## config.mk

```make
export PLATFORM = sky130hd
export DESIGN_NAME = lfsr_challenge_decoder
export DESIGN_NICKNAME = d
export VERILOG_FILES = /design/src/rtl/lfsr_challenge_decoder.sv
export SDC_FILE = /design/constraint.sdc
export NUM_CORES = 1
export LEC_CHECK = 0
export ABC_AREA = 1
export ABC_CLOCK_PERIOD_IN_PS = 1700
export CAP_MARGIN = 40
export CORE_MARGIN = 4
export CORE_UTILIZATION = 45
export CTS_CLUSTER_SIZE = 28
export DETAILED_ROUTE_END_ITERATION = 7
export GPL_ROUTABILITY_DRIVEN = 0
export MAX_ROUTING_LAYER = met4
export PLACE_DENSITY = 0.67
export SETUP_SLACK_MARGIN = 0.4
export SLEW_MARGIN = 10
export SYNTH_ARGS = -nofsm -noshare
export SYNTH_HDL_FRONTEND = slang
export SYNTH_SLANG_ARGS = --single-unit
```

## constraint.sdc

```tcl
create_clock -name clock -period 1.7 [get_ports clock]
set_input_delay 0.34 -clock clock [delete_from_list [all_inputs] [get_ports clock]]
set_output_delay 0.34 -clock clock [all_outputs]
set_load 0.02 [all_outputs]
```

## src/rtl/lfsr_challenge_decoder.sv

```systemverilog
// lfsr_challenge_decoder
// Locates an observed 8-bit PUF challenge in the obfuscator LFSR sequence that
// starts at a given seed. The decoder steps its own copy of the LFSR until the
// copy equals the challenge, then reports the number of increments.
// Build option: define LFSR_DEC_BIDIR_EN to also step an inverse LFSR, so the
// sequence is searched in both directions at once. Worst-case latency then
// drops from 255 to 128 cycles.
//
// state  | meaning
// -------+---------------------------------------------------------------
// IDLE   | waiting for start; results of the last search are held
// SEARCH | one candidate per clock; ends on match, zero lock, exhaustion
//        | or abort
module lfsr_challenge_decoder (
    input  logic       clock,
    input  logic       reset_n,
    input  logic [7:0] seed,
    input  logic [7:0] target,
    input  logic       start,
    input  logic       abort,
    output logic       busy,
    output logic       done,
    output logic       found,
    output logic [7:0] step_count,
    output logic       direction
);

    typedef enum logic {
        IDLE   = 1'b0,
        SEARCH = 1'b1
    } state_t;

`ifdef LFSR_DEC_BIDIR_EN
    localparam logic [7:0] LAST = 8'd127;
`else
    localparam logic [7:0] LAST = 8'd254;
`endif

    localparam logic [7:0] NOT_FOUND = 8'd255;

    // Forward step of the obfuscator LFSR.
    function automatic logic [7:0] lfsr_step(input logic [7:0] s);
        return {s[6:0], s[1] ^ s[2] ^ s[3] ^ s[7]};
    endfunction

`ifdef LFSR_DEC_BIDIR_EN
    // Inverse step: recovers the state that precedes s.
    function automatic logic [7:0] lfsr_inv(input logic [7:0] s);
        return {s[0] ^ s[2] ^ s[3] ^ s[4], s[7:1]};
    endfunction
`endif

    state_t     state, state_nxt;
    logic [7:0] fwd, fwd_nxt;
    logic [7:0] idx, idx_nxt;
    logic [7:0] tgt, tgt_nxt;
    // Exactly one of seed/target is zero: the two can never meet, because
    // 0x00 is a fixed point of the LFSR.
    logic       zero_lock, zero_lock_nxt;
    logic       done_r, done_nxt;
    logic       found_r, found_nxt;
    logic [7:0] count_r, count_nxt;
`ifdef LFSR_DEC_BIDIR_EN
    logic [7:0] rev, rev_nxt;
    logic       dir_r, dir_nxt;
`endif

    // Next-state, datapath and result logic for both FSM states.
    always_comb begin
        state_nxt     = state;
        fwd_nxt       = fwd;
        idx_nxt       = idx;
        tgt_nxt       = tgt;
        zero_lock_nxt = zero_lock;
        done_nxt      = 1'b0;
        found_nxt     = found_r;
        count_nxt     = count_r;
`ifdef LFSR_DEC_BIDIR_EN
        rev_nxt       = rev;
        dir_nxt       = dir_r;
`endif
        case (state)
            IDLE: begin
                if (start) begin
                    state_nxt     = SEARCH;
                    fwd_nxt       = seed;
                    idx_nxt       = 8'd0;
                    tgt_nxt       = target;
                    zero_lock_nxt = (seed == 8'h00) ^ (target == 8'h00);
                    found_nxt     = 1'b0;
                    count_nxt     = 8'd0;
`ifdef LFSR_DEC_BIDIR_EN
                    rev_nxt       = seed;
                    dir_nxt       = 1'b0;
`endif
                end
            end
            SEARCH: begin
                if (abort) begin
                    state_nxt = IDLE;
                    found_nxt = 1'b0;
                    count_nxt = 8'd0;
`ifdef LFSR_DEC_BIDIR_EN
                    dir_nxt   = 1'b0;
`endif
                end else if (fwd == tgt) begin
                    state_nxt = IDLE;
                    found_nxt = 1'b1;
                    count_nxt = idx;
                    done_nxt  = 1'b1;
`ifdef LFSR_DEC_BIDIR_EN
                    dir_nxt   = 1'b0;
                end else if ((idx != 8'd0) && (rev == tgt)) begin
                    state_nxt = IDLE;
                    found_nxt = 1'b1;
                    count_nxt = idx;
                    dir_nxt   = 1'b1;
                    done_nxt  = 1'b1;
`endif
                end else if (zero_lock || (idx == LAST)) begin
                    // Zero lock is decided on the first iteration, so it
                    // shares the give-up path with exhaustion.
                    state_nxt = IDLE;
                    found_nxt = 1'b0;
                    count_nxt = NOT_FOUND;
                    done_nxt  = 1'b1;
                end else begin
                    fwd_nxt = lfsr_step(fwd);
                    idx_nxt = idx + 8'd1;
`ifdef LFSR_DEC_BIDIR_EN
                    rev_nxt = lfsr_inv(rev);
`endif
                end
            end
            default: state_nxt = IDLE;
        endcase
    end

    // State, search datapath and result registers.
    always_ff @(posedge clock or negedge reset_n) begin
        if (!reset_n) begin
            state     <= IDLE;
            fwd       <= 8'd0;
            idx       <= 8'd0;
            tgt       <= 8'd0;
            zero_lock <= 1'b0;
            done_r    <= 1'b0;
            found_r   <= 1'b0;
            count_r   <= 8'd0;
`ifdef LFSR_DEC_BIDIR_EN
            rev       <= 8'd0;
            dir_r     <= 1'b0;
`endif
        end else begin
            state     <= state_nxt;
            fwd       <= fwd_nxt;
            idx       <= idx_nxt;
            tgt       <= tgt_nxt;
            zero_lock <= zero_lock_nxt;
            done_r    <= done_nxt;
            found_r   <= found_nxt;
            count_r   <= count_nxt;
`ifdef LFSR_DEC_BIDIR_EN
            rev       <= rev_nxt;
            dir_r     <= dir_nxt;
`endif
        end
    end

    assign busy       = (state == SEARCH);
    assign done       = done_r;
    assign found      = found_r;
    assign step_count = count_r;
`ifdef LFSR_DEC_BIDIR_EN
    assign direction  = dir_r;
`else
    assign direction  = 1'b0;
`endif

endmodule

```

Word level (Yosys, flattened, before mapping)

Index checks and enable logic that the tools add are counted.
W data, S select, Z words.

Bits of input ports: 20
Register bits: 36
Logic and storage cells: 55

Equality and inequality tests: 7
$add $sub $neg: 1
Bitwise gates (word level): 5
Reduce and logical (&&, ||, !) cells: 6
Multiplexer cells: 28

Operators with widths:

| operator              | count |
|---|---|
| $mux W8               | 11 |
| $pmux W8 S2           | 3 |
| $logic_not A8 Y1      | 2 |
| $mux W1               | 12 |
| $add A8 B1 Y8 const B | 1 |
| $eq A8 B8 Y1          | 1 |
| $eq A8 B8 Y1 const B  | 1 |
| $ne A2 B2 Y1 const B  | 4 |
| $ne A4 B2 Y1 const B  | 1 |
| $pmux W1 S2           | 2 |
| $reduce_and A2 Y1     | 2 |
| $reduce_and A4 Y1     | 1 |
| $xor A1 B1 Y1         | 4 |
| $logic_or A1 B1 Y1    | 1 |
| $not A1 Y1            | 1 |

Depth between registers and ports, before layout

Gate-level depths: netlist (run 1).

Word-level depth: 7
Gate-level depth with buffers: 11
Depth with buffers taken out: 10

Worst setup path after synthesis (run 1)

Ideal clock, no wire load.

Path type: reg-to-reg
Start point: reg idx[0]
End point: reg fwd[2]
Setup slack: 0.220 ns
Arrival: 1.364 ns
Buffers on the path: 1
Clock period less this slack: 1.480 ns
Cell stages (with the launch flop): 11
Path through: dfrtp_1 > inv_1 > ha_1 > nand2_1 > nor3_1 > a21oi_2 > nand3_4 > nand2_4 > buf_8 > nand2_1 > nand2_1

Cells in the longest elaborated chain, start to end: 4

Ends and longest elaborated chain:

| element                     | line | RTL |
|---|---|---|
| start: declaration          | 55   | `logic [7:0] idx, idx_nxt;` |
| start signal: assignment    | 157  | `idx <= idx_nxt;` |
| $eq A8 B8 Y1                | 120  | `end else if (zero_lock \|\| (idx == LAST)) begin` |
| $logic_or A1 B1 Y1          | 120  |  |
| $ne A2 B2 Y1 (no line)      | --   |  |
| $reduce_and A4 Y1 (no line) | --   |  |
| end signal: assignment      | 156  | `fwd <= fwd_nxt;` |
| end: declaration            | 54   | `logic [7:0] fwd, fwd_nxt;` |

Every way passes these cells.
A chain may end at the register's enable or synchronous reset.

Worst setup path in the final report (run 1)

Start point: reg idx[1]
End point: reg idx[5]

Cells in the longest elaborated chain, start to end: 5
Elaborated cells between the ends (all ways): 9
Those cells by class: add/sub (1); eq/ne (2); mux (4); reduce/logical (2)

Ends and longest elaborated chain:

| element       | line | RTL |
|---|---|---|
| $add A8 B1 Y8 | 129  | `idx_nxt = idx + 8'd1;` |
| $mux W8       | 120  |  |
| $mux W8       | 106  | `end else if (fwd == tgt) begin` |
| $mux W8       | 99   | `if (abort) begin` |
| $pmux W8 S2   | 82   | `case (state)` |

Several ways; a longest one is shown, not always the timed one. The select of a mux whose other input is x is not followed.

==> flow_metrics.env, run 1 <==
export IMPL_htreeDepth=2
export IMPL_cp_max_fo=6
export IMPL_drc_errors=0
export IMPL_dieArea_mm2=0.00559
export IMPL_yosys_cell_count_top_type="nand2_1"
export IMPL_grt_pass1_wl_um=7830
export IMPL_r2r_end="idx[5]"
export IMPL_netlist_area_mm2=0.00201
export IMPL_cts_tree="yes"
export IMPL_r2r_slack_ns=0.20
export IMPL_min_path_type="in -> async"
export IMPL_synth_top_cell_area_share_pct=44.9
export IMPL_cts_root_buf="clkbuf_8"
export IMPL_cap_violations=0
export IMPL_crit_path_end="idx[5]"
export IMPL_fill_cells=386
export IMPL_start_kind="flop"
export IMPL_endpoint_kind="flop"
export IMPL_avgSynthCellArea_um2=7.54
export IMPL_fin_crit_ns=1.50
export IMPL_p_leak_nw=1.37
export IMPL_required_ns=1.88
export IMPL_arrival_ns=1.68
export IMPL_hold_buffers=0
export IMPL_boundaryPins=32
export IMPL_nets=342
export IMPL_drtIter0Drc=99
export IMPL_synth_seq_cells=36
export IMPL_path_cells="ha_4 > nand2_2 > nor3_2 > a21oi_2 > nand3_4 > buf_6 > nand3_2 > nand2_1"
export IMPL_setup_ws_ns=0.204
export IMPL_cp_depth=8
export IMPL_clk_latency_ns=0.29
export IMPL_wl_per_cell_um=12.8
export IMPL_ys_seq_area_share_pct=44.9
export IMPL_synthTopCellsByArea="dfrtp_1 (45%), nand2_1 (16%), nand3_1 (6.7%)"
export IMPL_total_power_mw=2.95
export IMPL_die_h_um=74.8
export IMPL_crit_slowest_cell="dfrtp_1"
export IMPL_die_w_um=74.8
export IMPL_critPathBufInv=1
export IMPL_hold_viol=0
export IMPL_fmax_mhz=668
export IMPL_grt_pass1_vias=1751
export IMPL_cts_sinks=36
export IMPL_r2r_start="idx[1]"
export IMPL_path_clk_slew_ns=0.07
export IMPL_vdd_drop_max_v=0.000631
export IMPL_clk_path_buf_depth=2
export IMPL_grt_start_max_net_pins=37
export IMPL_place_inst=350
export IMPL_tns_ns=0
export IMPL_yosysTopAreaCell="dfrtp_1"
export IMPL_yosysWarnings=0
export IMPL_numCtsBuffers=5
export IMPL_critPathKind="reg -> reg"
export IMPL_layout_cells_non_filler=372
export IMPL_first_pass_iters=4
export IMPL_dpl_worst_slack_ns=0.154
export IMPL_finalCritPeriodShare_pct=88.0
export IMPL_async_flop_share_pct=100
export IMPL_r2r_cells=8
export IMPL_power_density_mw_per_mm2=1060
export IMPL_fin_skew_ns=0.00366
export IMPL_setup_violations=0
export IMPL_ys_flop_type="dfrtp_1"
export IMPL_syn_instance_count=266
export IMPL_syn_nets=288
export IMPL_placed_area_mm2=0.00244
export IMPL_rows=24
export IMPL_insertedDiodeCount=0
export IMPL_max_stage_delay_ns=0.41
export IMPL_final_area_mm2=0.00279
export IMPL_cpLargestDelayFamily="flip-flops"
export IMPL_overflow=0
export IMPL_slew_violations=0
export IMPL_vias_per_cell=4.96
export IMPL_start_util_pct=46.4
export IMPL_drive_above_1_share_pct=28.7
export IMPL_synth_edf_count=0
export IMPL_worstSetupStartpoint="idx[1]"
export IMPL_synth_distinct_cells=27
export IMPL_grt_usage_pct=19.0
export IMPL_antenna_found_initial=0
export IMPL_port_buffers=30
export IMPL_rsz0062_at_grt="true"
export IMPL_dp_final_hpwl_um=3290
export IMPL_antenna_left=0
export IMPL_area_growth_pct=39.1
export IMPL_vias=1846
export IMPL_core_mm2=0.00432
export IMPL_finalWirelength_um=4770
export IMPL_ys_top_cells_by_count="nand2_1 (85), dfrtp_1 (36), inv_1 (32), nand3_1 (27), o21ai_0 (20)"
export IMPL_status="finished, final reports clean"
-- cell usage in the layout, fill, tap and decap left out, types with 2 or more instances in the layout --
cell             netlist  final
nand2_2                4      5
inv_1                 32     28
clkbuf_2               0      2
nor3_2                 0      2
nor3_1                 4      2
nand2_4                1      2
nor2_1                 8      8
nand3_1               27     12
a21oi_1                4      4
xnor2_2                0      2
dfrtp_2                0      5
clkdlybuf4s15_2        0      8
nand4_1               12     12
dfrtp_1               36     31
buf_6                  0      4
o21ai_0               20     20
clkdlybuf4s50_1        0     19
nand2_1               85     81
buf_4                  2     21
nand3_2                0     15
buf_12                 0      2
nand2_8                0      2
xnor2_1                6      4
inv_2                  2      6
clkbuf_8               0      5
nor2_2                 4      4
xor2_1                 3      3
-- worst register-to-register path: stages, from the launching register on --
cell	delay [ns]
dfrtp_1	0.41
ha_4	0.17
nand2_2	0.06
nor3_2	0.05
a21oi_2	0.21
nand3_4	0.19
buf_6	0.20
nand3_2	0.05
nand2_1	0.05
-- state kept, by name, summed over array words and instances, names as in the netlist --
signal	count
idx	8
found	1
step_count	8
tgt	8
busy	1
zero_lock	1
done	1
fwd	8
-- stage by stage --
step	hold slack, ns	util [%]
after floorplan	0.0444	-
after global placement	0.467	56.4
after detailed placement	0.470	56.4
after CTS	0.417	62.7
after global routing	0.438	64.5
final	0.410	64.5
-- per-layer routing --
metal  vias to the layer above  global-route usage (%)  part of all wire [%]
met1                       836                    22.5                    42
met3                        13                    4.54                   5.3
met2                        46                    31.2                    50
met4                         0                    7.51                   2.9
li1                        951                       -                     -
met5                         -                       -                     0
-- power by group --
part	total (mW)	switching [mW]	internal (mW)
Combinational	1.20	0.624	0.573
Clock	0.572	0.294	0.278
Sequential	1.18	0.163	1.02
-- cells by family after synthesis --
| family | count (synthesis) | share of synthesized area (%) |
|---|---|---|
| fa+ha+maj | 2 | 1.25 |
| compound gates | 27 | 7.17 |
| simple gates | 147 | 33.1 |
| other cells | 1 | 0.187 |
| flops | 36 | 44.9 |
| buf+inv | 44 | 9.42 |
| xor+xnor | 9 | 3.93 |
-- repair_timing --
item                                    CTS  global route
setup buffers                             8             7
endpoints found under the setup margin   45            37
pin swaps                                20            13
gates resized for setup                  60            14
-- area by class of cell --
class	count	area, um^2	share of cell area (%)
Multi-Input combinational cell	186	1070	38.5
Sequential cell	36	907	32.5
Timing Repair Buffer	57	538	19.3
Inverter	34	128	4.57
Clock buffer	6	72.6	2.60
Tap cell	52	65.1	2.33
Clock inverter	1	5.00	0.179
-- how the worst min path moves through the flow --
stage	from	end	slack (ns)	cells past startpoint
after floorplan	reset_n	busy	0.04	0
after global placement	step_count[2]	step_count[2]	0.47	2
after detailed placement	step_count[5]	step_count[5]	0.47	2
after CTS	reset_n	idx[3]	0.42	2
after global routing	reset_n	idx[4]	0.44	2
final	reset_n	idx[3]	0.41	2
Power figures use the tool's default switching activity.
==> run 2, diff against run 1 <==
Settings changed: GPL_TIMING_DRIVEN set to 1.
==> results of run 2 <==
Same layout as run 1: the final DEF is identical, and so are final timing and power.
==> run 3, diff against run 2 <==
Settings changed: CAP_MARGIN 40 to 20.
==> results of run 3 <==
Same layout as run 1: the final DEF is identical, and so are final timing and power.
